===== config.mk =====
export PLATFORM = sky130hd
export DESIGN_NAME = control_sequencer
export DESIGN_NICKNAME = d
export VERILOG_FILES = /design/src/rtl/saw_br_pkg.sv /design/src/rtl/control_sequencer_tstate_counter.sv /design/src/rtl/control_sequencer.sv
export SDC_FILE = /design/constraint.sdc
export NUM_CORES = 1
export LEC_CHECK = 0
export CORE_MARGIN = 5
export CORE_UTILIZATION = 40
export CTS_CLUSTER_SIZE = 12
export DETAILED_ROUTE_END_ITERATION = 16
export PLACE_DENSITY = 0.85
export SYNTH_ARGS = -nofsm -noshare
export SYNTH_HDL_FRONTEND = slang
export SYNTH_HIERARCHICAL = 1
export SYNTH_SLANG_ARGS = --single-unit

===== constraint.sdc =====
create_clock -name clk -period 2.9 [get_ports clk]
set_input_delay 0.87 -clock clk [delete_from_list [all_inputs] [get_ports clk]]
set_output_delay 0.87 -clock clk [all_outputs]
set_load 0.01 [all_outputs]

===== src/rtl/saw_br_pkg.sv =====
// -----------------------------------------------------------------------------
// saw_br_pkg -- shared definitions for the control sequencer.
//   * opcode constants (4-bit upper nibble of the instruction register)
//   * T-state enumeration (T1..T6 plus terminal HALT)
//   * ALU-select constants, ordered {xor_not, add_sub, alu1_or, alu0_and}
//   * control-word struct and small decode helpers
// Optional feature macro used by the sequencer: COND_JUMP_EN (JZ/JC decode).
// -----------------------------------------------------------------------------
package saw_br_pkg;

  localparam int DATA_W = 8;
  localparam int OPC_W  = 4;

  localparam logic [3:0] OP_NOP = 4'h0;
  localparam logic [3:0] OP_LDA = 4'h1;
  localparam logic [3:0] OP_ADD = 4'h2;
  localparam logic [3:0] OP_SUB = 4'h3;
  localparam logic [3:0] OP_AND = 4'h4;
  localparam logic [3:0] OP_OR  = 4'h5;
  localparam logic [3:0] OP_XOR = 4'h6;
  localparam logic [3:0] OP_NOT = 4'h7;
  localparam logic [3:0] OP_STA = 4'h8;
  localparam logic [3:0] OP_JMP = 4'h9;
  localparam logic [3:0] OP_JZ  = 4'hA;
  localparam logic [3:0] OP_JC  = 4'hB;
  localparam logic [3:0] OP_OUT = 4'hE;
  localparam logic [3:0] OP_HLT = 4'hF;

  typedef enum logic [2:0] {
    ST_T1   = 3'd0,
    ST_T2   = 3'd1,
    ST_T3   = 3'd2,
    ST_T4   = 3'd3,
    ST_T5   = 3'd4,
    ST_T6   = 3'd5,
    ST_HALT = 3'd6
  } tstate_e;

  // {xor_not, add_sub, alu1_or, alu0_and}
  localparam logic [3:0] ALU_ADD  = 4'b0000;
  localparam logic [3:0] ALU_SUB  = 4'b0100;
  localparam logic [3:0] ALU_AND  = 4'b0001;
  localparam logic [3:0] ALU_OR   = 4'b0010;
  localparam logic [3:0] ALU_XOR  = 4'b0011;
  localparam logic [3:0] ALU_NOT  = 4'b1011;
  localparam logic [3:0] ALU_NONE = 4'b0000;

  typedef struct packed {
    logic       pc_out;
    logic       pc_inc;
    logic       pc_load;
    logic       mar_load;
    logic       ram_out;
    logic       ram_load;
    logic       ir_load;
    logic       ir_out;
    logic       acc_load;
    logic       acc_out;
    logic       b_load;
    logic       alu_out;
    logic [3:0] alu_sel;
    logic       out_load;
  } ctrl_t;

  // Two-operand ALU select for opcodes ADD..XOR; anything else maps to zero.
  function automatic logic [3:0] alu_sel_of(input logic [3:0] op);
    logic [3:0] sel;
    case (op)
      OP_ADD:  sel = ALU_ADD;
      OP_SUB:  sel = ALU_SUB;
      OP_AND:  sel = ALU_AND;
      OP_OR:   sel = ALU_OR;
      OP_XOR:  sel = ALU_XOR;
      default: sel = ALU_NONE;
    endcase
    return sel;
  endfunction

endpackage


===== src/rtl/control_sequencer_tstate_counter.sv =====
// -----------------------------------------------------------------------------
// tstate_counter -- T-state register for the control sequencer.
// Ports:
//   clk, rst_n  clock / asynchronous active-low reset (state -> T1)
//   en          advance enable; 0 holds the current state
//   last_step   current state is the final execute state -> return to T1
//   halt_req    current state executes HLT -> enter HALT
//   state       current T-state
// HALT is absorbing; only reset leaves it.
// -----------------------------------------------------------------------------
module tstate_counter
  import saw_br_pkg::*;
(
  input  logic    clk,
  input  logic    rst_n,
  input  logic    en,
  input  logic    last_step,
  input  logic    halt_req,
  output tstate_e state
);

  tstate_e state_r;
  tstate_e state_next_s;

  // Next-state selection: hold, halt, early return to T1, or sequential advance.
  always_comb begin
    state_next_s = state_r;
    if (!en) begin
      state_next_s = state_r;
    end else if (state_r == ST_HALT) begin
      state_next_s = ST_HALT;
    end else if (halt_req) begin
      state_next_s = ST_HALT;
    end else if (last_step) begin
      state_next_s = ST_T1;
    end else begin
      case (state_r)
        ST_T1:   state_next_s = ST_T2;
        ST_T2:   state_next_s = ST_T3;
        ST_T3:   state_next_s = ST_T4;
        ST_T4:   state_next_s = ST_T5;
        ST_T5:   state_next_s = ST_T6;
        default: state_next_s = ST_T1;  // T6 and any stray encoding recover to fetch
      endcase
    end
  end

  // State register with asynchronous reset to T1.
  always_ff @(posedge clk or negedge rst_n) begin
    if (!rst_n) begin
      state_r <= ST_T1;
    end else begin
      state_r <= state_next_s;
    end
  end

  assign state = state_r;

endmodule


===== src/rtl/control_sequencer.sv =====
// -----------------------------------------------------------------------------
// control_sequencer -- microcoded-style control unit for an 8-bit SAP machine.
// Decodes the T-state and IR opcode nibble into bus-drive / load / ALU-select
// strobes. Fetch is T1 (pc_out, mar_load) and T2 (ram_out, ir_load, pc_inc);
// execute runs from T3 and returns to T1 after the instruction's last state.
// Ports:
//   clk, rst_n, step_en         clock, async active-low reset, advance enable
//   ir_opcode, zero_flag,
//   carry_flag                  opcode nibble and ALU flags
//   pc_*, mar_load, ram_*,
//   ir_*, acc_*, b_load,
//   alu_out, add_sub, alu0_and,
//   alu1_or, xor_not, out_load  control strobes (all 0 when step_en=0 or reset)
//   halted                      HLT executed; cleared only by reset
// Macro COND_JUMP_EN: when defined, opcodes A (JZ) and B (JC) load the PC from
// the IR operand if zero_flag / carry_flag is set; otherwise they act as NOP.
// -----------------------------------------------------------------------------
module control_sequencer
  import saw_br_pkg::*;
(
  input  logic       clk,
  input  logic       rst_n,
  input  logic       step_en,
  input  logic [3:0] ir_opcode,
  input  logic       zero_flag,
  input  logic       carry_flag,
  output logic       pc_out,
  output logic       pc_inc,
  output logic       pc_load,
  output logic       mar_load,
  output logic       ram_out,
  output logic       ram_load,
  output logic       ir_load,
  output logic       ir_out,
  output logic       acc_load,
  output logic       acc_out,
  output logic       b_load,
  output logic       alu_out,
  output logic       add_sub,
  output logic       alu0_and,
  output logic       alu1_or,
  output logic       xor_not,
  output logic       out_load,
  output logic       halted
);

  tstate_e state_s;
  ctrl_t   ctrl_s;
  logic    last_s;
  logic    halt_s;
  logic    active_s;

`ifndef COND_JUMP_EN
  // Flags are only consumed by the conditional jumps.
  logic    unused_flags_s;
  assign unused_flags_s = zero_flag ^ carry_flag;
`endif

  tstate_counter u_tstate (
    .clk       (clk),
    .rst_n     (rst_n),
    .en        (step_en),
    .last_step (last_s),
    .halt_req  (halt_s),
    .state     (state_s)
  );

  // Control decode: one control word per (state, opcode) plus end-of-instruction flags.
  always_comb begin
    ctrl_s = '0;
    last_s = 1'b0;
    halt_s = 1'b0;
    case (state_s)
      ST_T1: begin
        ctrl_s.pc_out   = 1'b1;
        ctrl_s.mar_load = 1'b1;
      end
      ST_T2: begin
        ctrl_s.ram_out = 1'b1;
        ctrl_s.ir_load = 1'b1;
        ctrl_s.pc_inc  = 1'b1;
      end
      ST_T3: begin
        case (ir_opcode)
          OP_LDA, OP_ADD, OP_SUB, OP_AND, OP_OR, OP_XOR, OP_STA: begin
            ctrl_s.ir_out   = 1'b1;
            ctrl_s.mar_load = 1'b1;
          end
          OP_NOT: begin
            ctrl_s.alu_out  = 1'b1;
            ctrl_s.acc_load = 1'b1;
            ctrl_s.alu_sel  = ALU_NOT;
            last_s          = 1'b1;
          end
          OP_JMP: begin
            ctrl_s.ir_out  = 1'b1;
            ctrl_s.pc_load = 1'b1;
            last_s         = 1'b1;
          end
`ifdef COND_JUMP_EN
          OP_JZ: begin
            ctrl_s.ir_out  = zero_flag;
            ctrl_s.pc_load = zero_flag;
            last_s         = 1'b1;
          end
          OP_JC: begin
            ctrl_s.ir_out  = carry_flag;
            ctrl_s.pc_load = carry_flag;
            last_s         = 1'b1;
          end
`endif
          OP_OUT: begin
            ctrl_s.acc_out  = 1'b1;
            ctrl_s.out_load = 1'b1;
            last_s          = 1'b1;
          end
          OP_HLT: begin
            halt_s = 1'b1;
          end
          default: begin
            last_s = 1'b1;  // NOP, C, D (and A/B without conditional jumps)
          end
        endcase
      end
      ST_T4: begin
        case (ir_opcode)
          OP_LDA: begin
            ctrl_s.ram_out  = 1'b1;
            ctrl_s.acc_load = 1'b1;
            last_s          = 1'b1;
          end
          OP_ADD, OP_SUB, OP_AND, OP_OR, OP_XOR: begin
            ctrl_s.ram_out = 1'b1;
            ctrl_s.b_load  = 1'b1;
          end
          OP_STA: begin
            ctrl_s.acc_out  = 1'b1;
            ctrl_s.ram_load = 1'b1;
            last_s          = 1'b1;
          end
          default: begin
            last_s = 1'b1;
          end
        endcase
      end
      ST_T5: begin
        case (ir_opcode)
          OP_ADD, OP_SUB, OP_AND, OP_OR, OP_XOR: begin
            ctrl_s.alu_out  = 1'b1;
            ctrl_s.acc_load = 1'b1;
            ctrl_s.alu_sel  = alu_sel_of(ir_opcode);
            last_s          = 1'b1;
          end
          default: begin
            last_s = 1'b1;
          end
        endcase
      end
      ST_HALT: begin
        ctrl_s = '0;
      end
      default: begin
        last_s = 1'b1;  // T6 is never reached by a legal opcode; recover quietly
      end
    endcase
  end

  // Strobes only fire on cycles that actually advance, and never during reset.
  assign active_s = step_en & rst_n;

  assign pc_out   = ctrl_s.pc_out      & active_s;
  assign pc_inc   = ctrl_s.pc_inc      & active_s;
  assign pc_load  = ctrl_s.pc_load     & active_s;
  assign mar_load = ctrl_s.mar_load    & active_s;
  assign ram_out  = ctrl_s.ram_out     & active_s;
  assign ram_load = ctrl_s.ram_load    & active_s;
  assign ir_load  = ctrl_s.ir_load     & active_s;
  assign ir_out   = ctrl_s.ir_out      & active_s;
  assign acc_load = ctrl_s.acc_load    & active_s;
  assign acc_out  = ctrl_s.acc_out     & active_s;
  assign b_load   = ctrl_s.b_load      & active_s;
  assign alu_out  = ctrl_s.alu_out     & active_s;
  assign xor_not  = ctrl_s.alu_sel[3]  & active_s;
  assign add_sub  = ctrl_s.alu_sel[2]  & active_s;
  assign alu1_or  = ctrl_s.alu_sel[1]  & active_s;
  assign alu0_and = ctrl_s.alu_sel[0]  & active_s;
  assign out_load = ctrl_s.out_load    & active_s;
  assign halted   = rst_n & (state_s == ST_HALT);

endmodule


# Word level (Yosys, flattened, before mapping)
# Index checks and enable logic that the tools add are counted.
[op_classes]
n_bitwise = 18
reduce_logical = 7
n_mux = 33
n_eq_ne = 16
[ops]
columns = ["op", "n"]
rows = [
  ["two-way mux 1 bit", 20],
  ["AND 1 bit", 18],
  ["== test 4 x 3 -> 1 bit, second input constant", 4],
  ["== test 4 bit, second input constant", 4],
  ["OR reduction 8 bit", 2],
  ["case mux 3 bit (5 select lines)", 1],
  ["case mux 3 bit (4 select lines)", 1],
  ["two-way mux 5 bit", 2],
  ["case mux 5 bit (2 select lines)", 1],
  ["two-way mux 3 bit", 3],
  ["== test 4 x 2 -> 1 bit, second input constant", 2],
  ["OR reduction 7 bit", 1],
  ["== test 3 x 2 -> 1 bit, second input constant", 2],
  ["== test 3 bit, second input constant", 2],
  ["case mux 1 bit (2 select lines)", 3],
  ["case mux 1 bit (3 select lines)", 2],
  ["OR reduction 6 bit", 1],
  ["OR reduction 5 bit", 1],
  ["== test 4 x 1 -> 1 bit, second input constant", 1],
  ["== test 3 x 1 -> 1 bit, second input constant", 1],
  ["zero test 3 bit", 1],
  ["OR reduction 3 bit", 1],
]
[totals]
register_bits = 3
out_inout_bits = 18

# Logic depth before layout (Yosys ltp)
[logic_depth]
word_depth = 7
mapped_depth = 9

# By module
# The synthesis kept the hierarchy.
[modules_own_cells]
columns = ["mod", "instances", "area_per_inst_um2", "cells_per_inst"]
rows = [
  ["control_sequencer", 1, 420.4, 62],
  ["tstate_counter", 1, 175.2, 16],
]

# Least setup slack after synthesis
# Ideal clock, no wire load.
[synth_timing]
path_kind = "input to output"
start = "input ir_opcode[0]"
end = "output acc_load"
n_path_buf = 1
stages = 5
arrival_time_ns = 1.925
t_required_ns = 2.030
setup_slack_ns = 0.105
cell_sequence = "buf_4 -> nand4b_4 -> or3b_1 -> a21oi_2 -> a31o_1"
[synth_between]
elab_chain_len = 5
[synth_rtl]
columns = ["item", "line_no", "text"]
rows = [
  ["start, declared", "control_sequencer.sv:24", "input logic [3:0] ir_opcode,"],
  ["== test 4 x 3 -> 1 bit or == test 4 x 2 -> 1 bit (tied branches)", "control_sequencer.sv:147", "case (ir_opcode)"],
  ["OR reduction 5 bit", "control_sequencer.sv:147", ""],
  ["two-way mux 1 bit", "control_sequencer.sv:147", ""],
  ["case mux 1 bit (3 select lines) (*)", "control_sequencer.sv:73", "case (state_s)"],
  ["AND 1 bit (*)", "control_sequencer.sv:179", "assign acc_load = ctrl_s.acc_load & active_s;"],
  ["end, declared", "control_sequencer.sv:35", "output logic acc_load,"],
]
# Every way passes the cells marked *; elsewhere a longest branch is shown, timed or not.

# Worst setup path in the final report
[layout_timing]
start = "input ir_opcode[3]"
end = "output acc_load"
# Same word-level chain as after synthesis.

==> flow_summary.toml <==
[outcome]
status = "finished clean"

[die]
ios = 27
fp.dieArea_um2 = 2360
start_util_pct = 41.0
core_um2 = 1450
die-width_um = 48.6
rows = 14
dieHeight_um = 48.6

[final_layout]
area_delta_synth_final_pct = 72.9
nets = 137
fin_util_pct = 70.8
largest_register_ffs = 3
final_area_um2 = 1030
drive_above_1_share_pct = 54.3
diodes = 0

[critical_path]
critPathRequiredTime_ns = 2.03
cpMaxStageDelayCell = "or3b_4"
crit_path_end_kind = "primary output"
slowest_delay_ns = 0.37
rrSetupSlack_ns = 0.90
cp-start-kind = "primary input"
crit_chain = "clkdlybuf4s15_1 -> buf_4 -> or3b_4 -> a21oi_2 -> a31o_1 -> buf_2"
arrival_ns = 1.99
crit_type = "in2out"
path_max_fanout = 4

[clock_network]
cts_buffer_depth = 2
clkSinkCount = 3
cts_buffers = 3
cts_root_buf = "clkbuf_4"
clk_latency_ns = 0.23
htree_levels = 1
path_clk_slew_ns = 0.04
cts_tree = "yes"

[yosys]
netlist_area_um2 = 596
ys_async_sr_fraction_pct = 100
synth.net_count = 87
synth_warnings = 6
post_synth.cell_area_avg_um2 = 7.64
synth_edf_count = 0
syn_inst = 78
seq_area_frac_synth_pct = 12.6
synth-seq-cells = 3
ys_types = 43
synthFlopType = "dfrtp_1"

[drt]
wl_per_cell_um = 14.5
drt_wl_total_mm = 2.07
first_pass_iters = 4
vias_per_cell = 5.52
drt_iter0_drc = 13
drc = 0
via_count = 790
ant_nets = 0

[grt]
antenna_found_initial = 0
grt_use_total_pct = 17.6
first_global_vias = 768
grt_overflow = 0
grt_max_degree = 12
grt_pass1_wl_mm = 3.36

[place]
port_buffers = 24
place_area_um2 = 973
place_congestion = 0.798
dp_hpwl_mm = 1.46

[sta]
final-setup-viol-count = 0
period_needed_ns = 2.86
worst_pin_slew_ns = 0.380
hold_viol = 0
slew_viol_final = 0
max-slew-margin-rel_pct = 74.4
rsz0062_at_grt = "false"
max_freq_ghz = 0.349
finClkSkew_ns = 0.00327
fin_crit_sh_pct = 98.7
whs_ns = 0.632

[power]
p_total_mw = 0.546
leakage_nw = 0.478
ir_drop_mv = 0.504
power_density_nw_per_um2 = 530

[hold_path]
hold_path_class = "in2async"

[flow_run]
drv_cap = 0
## cells in the mapped netlist (2+ instances only)
cell	count	share of area (%)
nand3b_1	3	3.8
nand3_1	2	1.7
buf_4	2	2.5
a21oi_1	4	3.4
nor3_1	3	2.5
nor4_1	3	3.2
buf_6	2	3.8
nand2_1	7	4.4
buf_2	2	1.7
inv_1	3	1.9
nor2_1	8	5.0
o31ai_1	2	2.5
a31oi_1	2	2.1
or2_1	2	2.1
dfrtp_1	3	13
o2bb2ai_1	3	4.4
## worst max-delay path: cells and delay by family
kind	cells	cell delay (ns)
buffers and inverters	3	0.50
AOI/OAI and AO/OA	2	0.25
and+or+nand+nor	1	0.37
## kinds of logic (layout without fill, tap and decap cells)
group           Yosys count  count (layout)  share of synthesized area (%)
buf+inv                   9              58                           9.87
xor+xnor                  2               2                           2.94
mux                       1               1                           1.89
flops                     3               3                           12.6
compound gates           20              20                           26.3
simple gates             43              43                           46.4
## layer usage
| layer | vias up | track usage, % | wire, µm |
|---|---|---|---|
| li1 | 387 | - | - |
| met1 | 381 | 16.7 | 766 |
| met2 | 18 | 33.0 | 1200 |
| met3 | 4 | 3.99 | 84 |
| met4 | 0 | 11.2 | 24 |
| met5 | - | 0 | 0 |
## power breakdown
group	leakage [nW]	total [mW]	internal, mW	switching, mW
Combinational	0.425	0.373	0.190	0.184
Clock	0.0150	0.0724	0.0515	0.0208
Sequential	0.0381	0.100	0.0604	0.0400
Total	0.478	0.546	0.301	0.244
## cell usage in the layout (no fill, tap or decap), drive strengths merged, types with 2 or more instances in the layout
master	n
nor4	3
clkbuf	8
o2bb2ai	3
o31ai	2
a21oi	5
nor4b	2
dlygate4sd2	4
or2	3
nor3	3
dfrtp	3
nand3b	3
o21ai	3
buf	40
nand3	2
clkdlybuf4s15	2
inv	3
nand2	7
and2b	2
nor2	8
nand4b	2
a31oi	2
## through the flow
step	instances	setup TNS [ns]	setup slack, ns
final	143	0	0.0368
after global placement	134	-11.89	-0.817
after detailed placement	134	-12.47	-0.857
after CTS	141	0	0.00631
after global routing	143	0	0.000485
after floorplan	78	0	0.105
## what timing repair did
item                       4_1_cts  5_1_grt
setup endpoints to repair       18       11
pin swaps                        6        2
hold endpoints to repair         0        0
cloned                           0        0
resized for setup               80       13
setup buffers                    3        2
hold buffers                     0        0
## final cells by class
cell class / count / area (µm²)
multi-input combinational: 66 / 537
fill: 122 / 424
timing repair buffer: 51 / 360
sequential: 3 / 75.1
clock buffer: 4 / 26.3
tap: 16 / 20.0
inverter: 3 / 11.3
## path summary, 6_finish.rpt
path	startpoint	to	depth (start not counted)
min in group clk	u_tstate/state[2]	u_tstate/state[2]	1
worst min-delay path	rst_n	u_tstate/state[2]	3
worst min register to register	u_tstate/state[2]	u_tstate/state[2]	1
max in group asynchronous	rst_n	u_tstate/state[0]	3
worst max-delay path	ir_opcode[3]	acc_load	6
worst max register to register	u_tstate/state[1]	u_tstate/state[1]	9
Note: power is estimated with default switching activity, not from simulation.
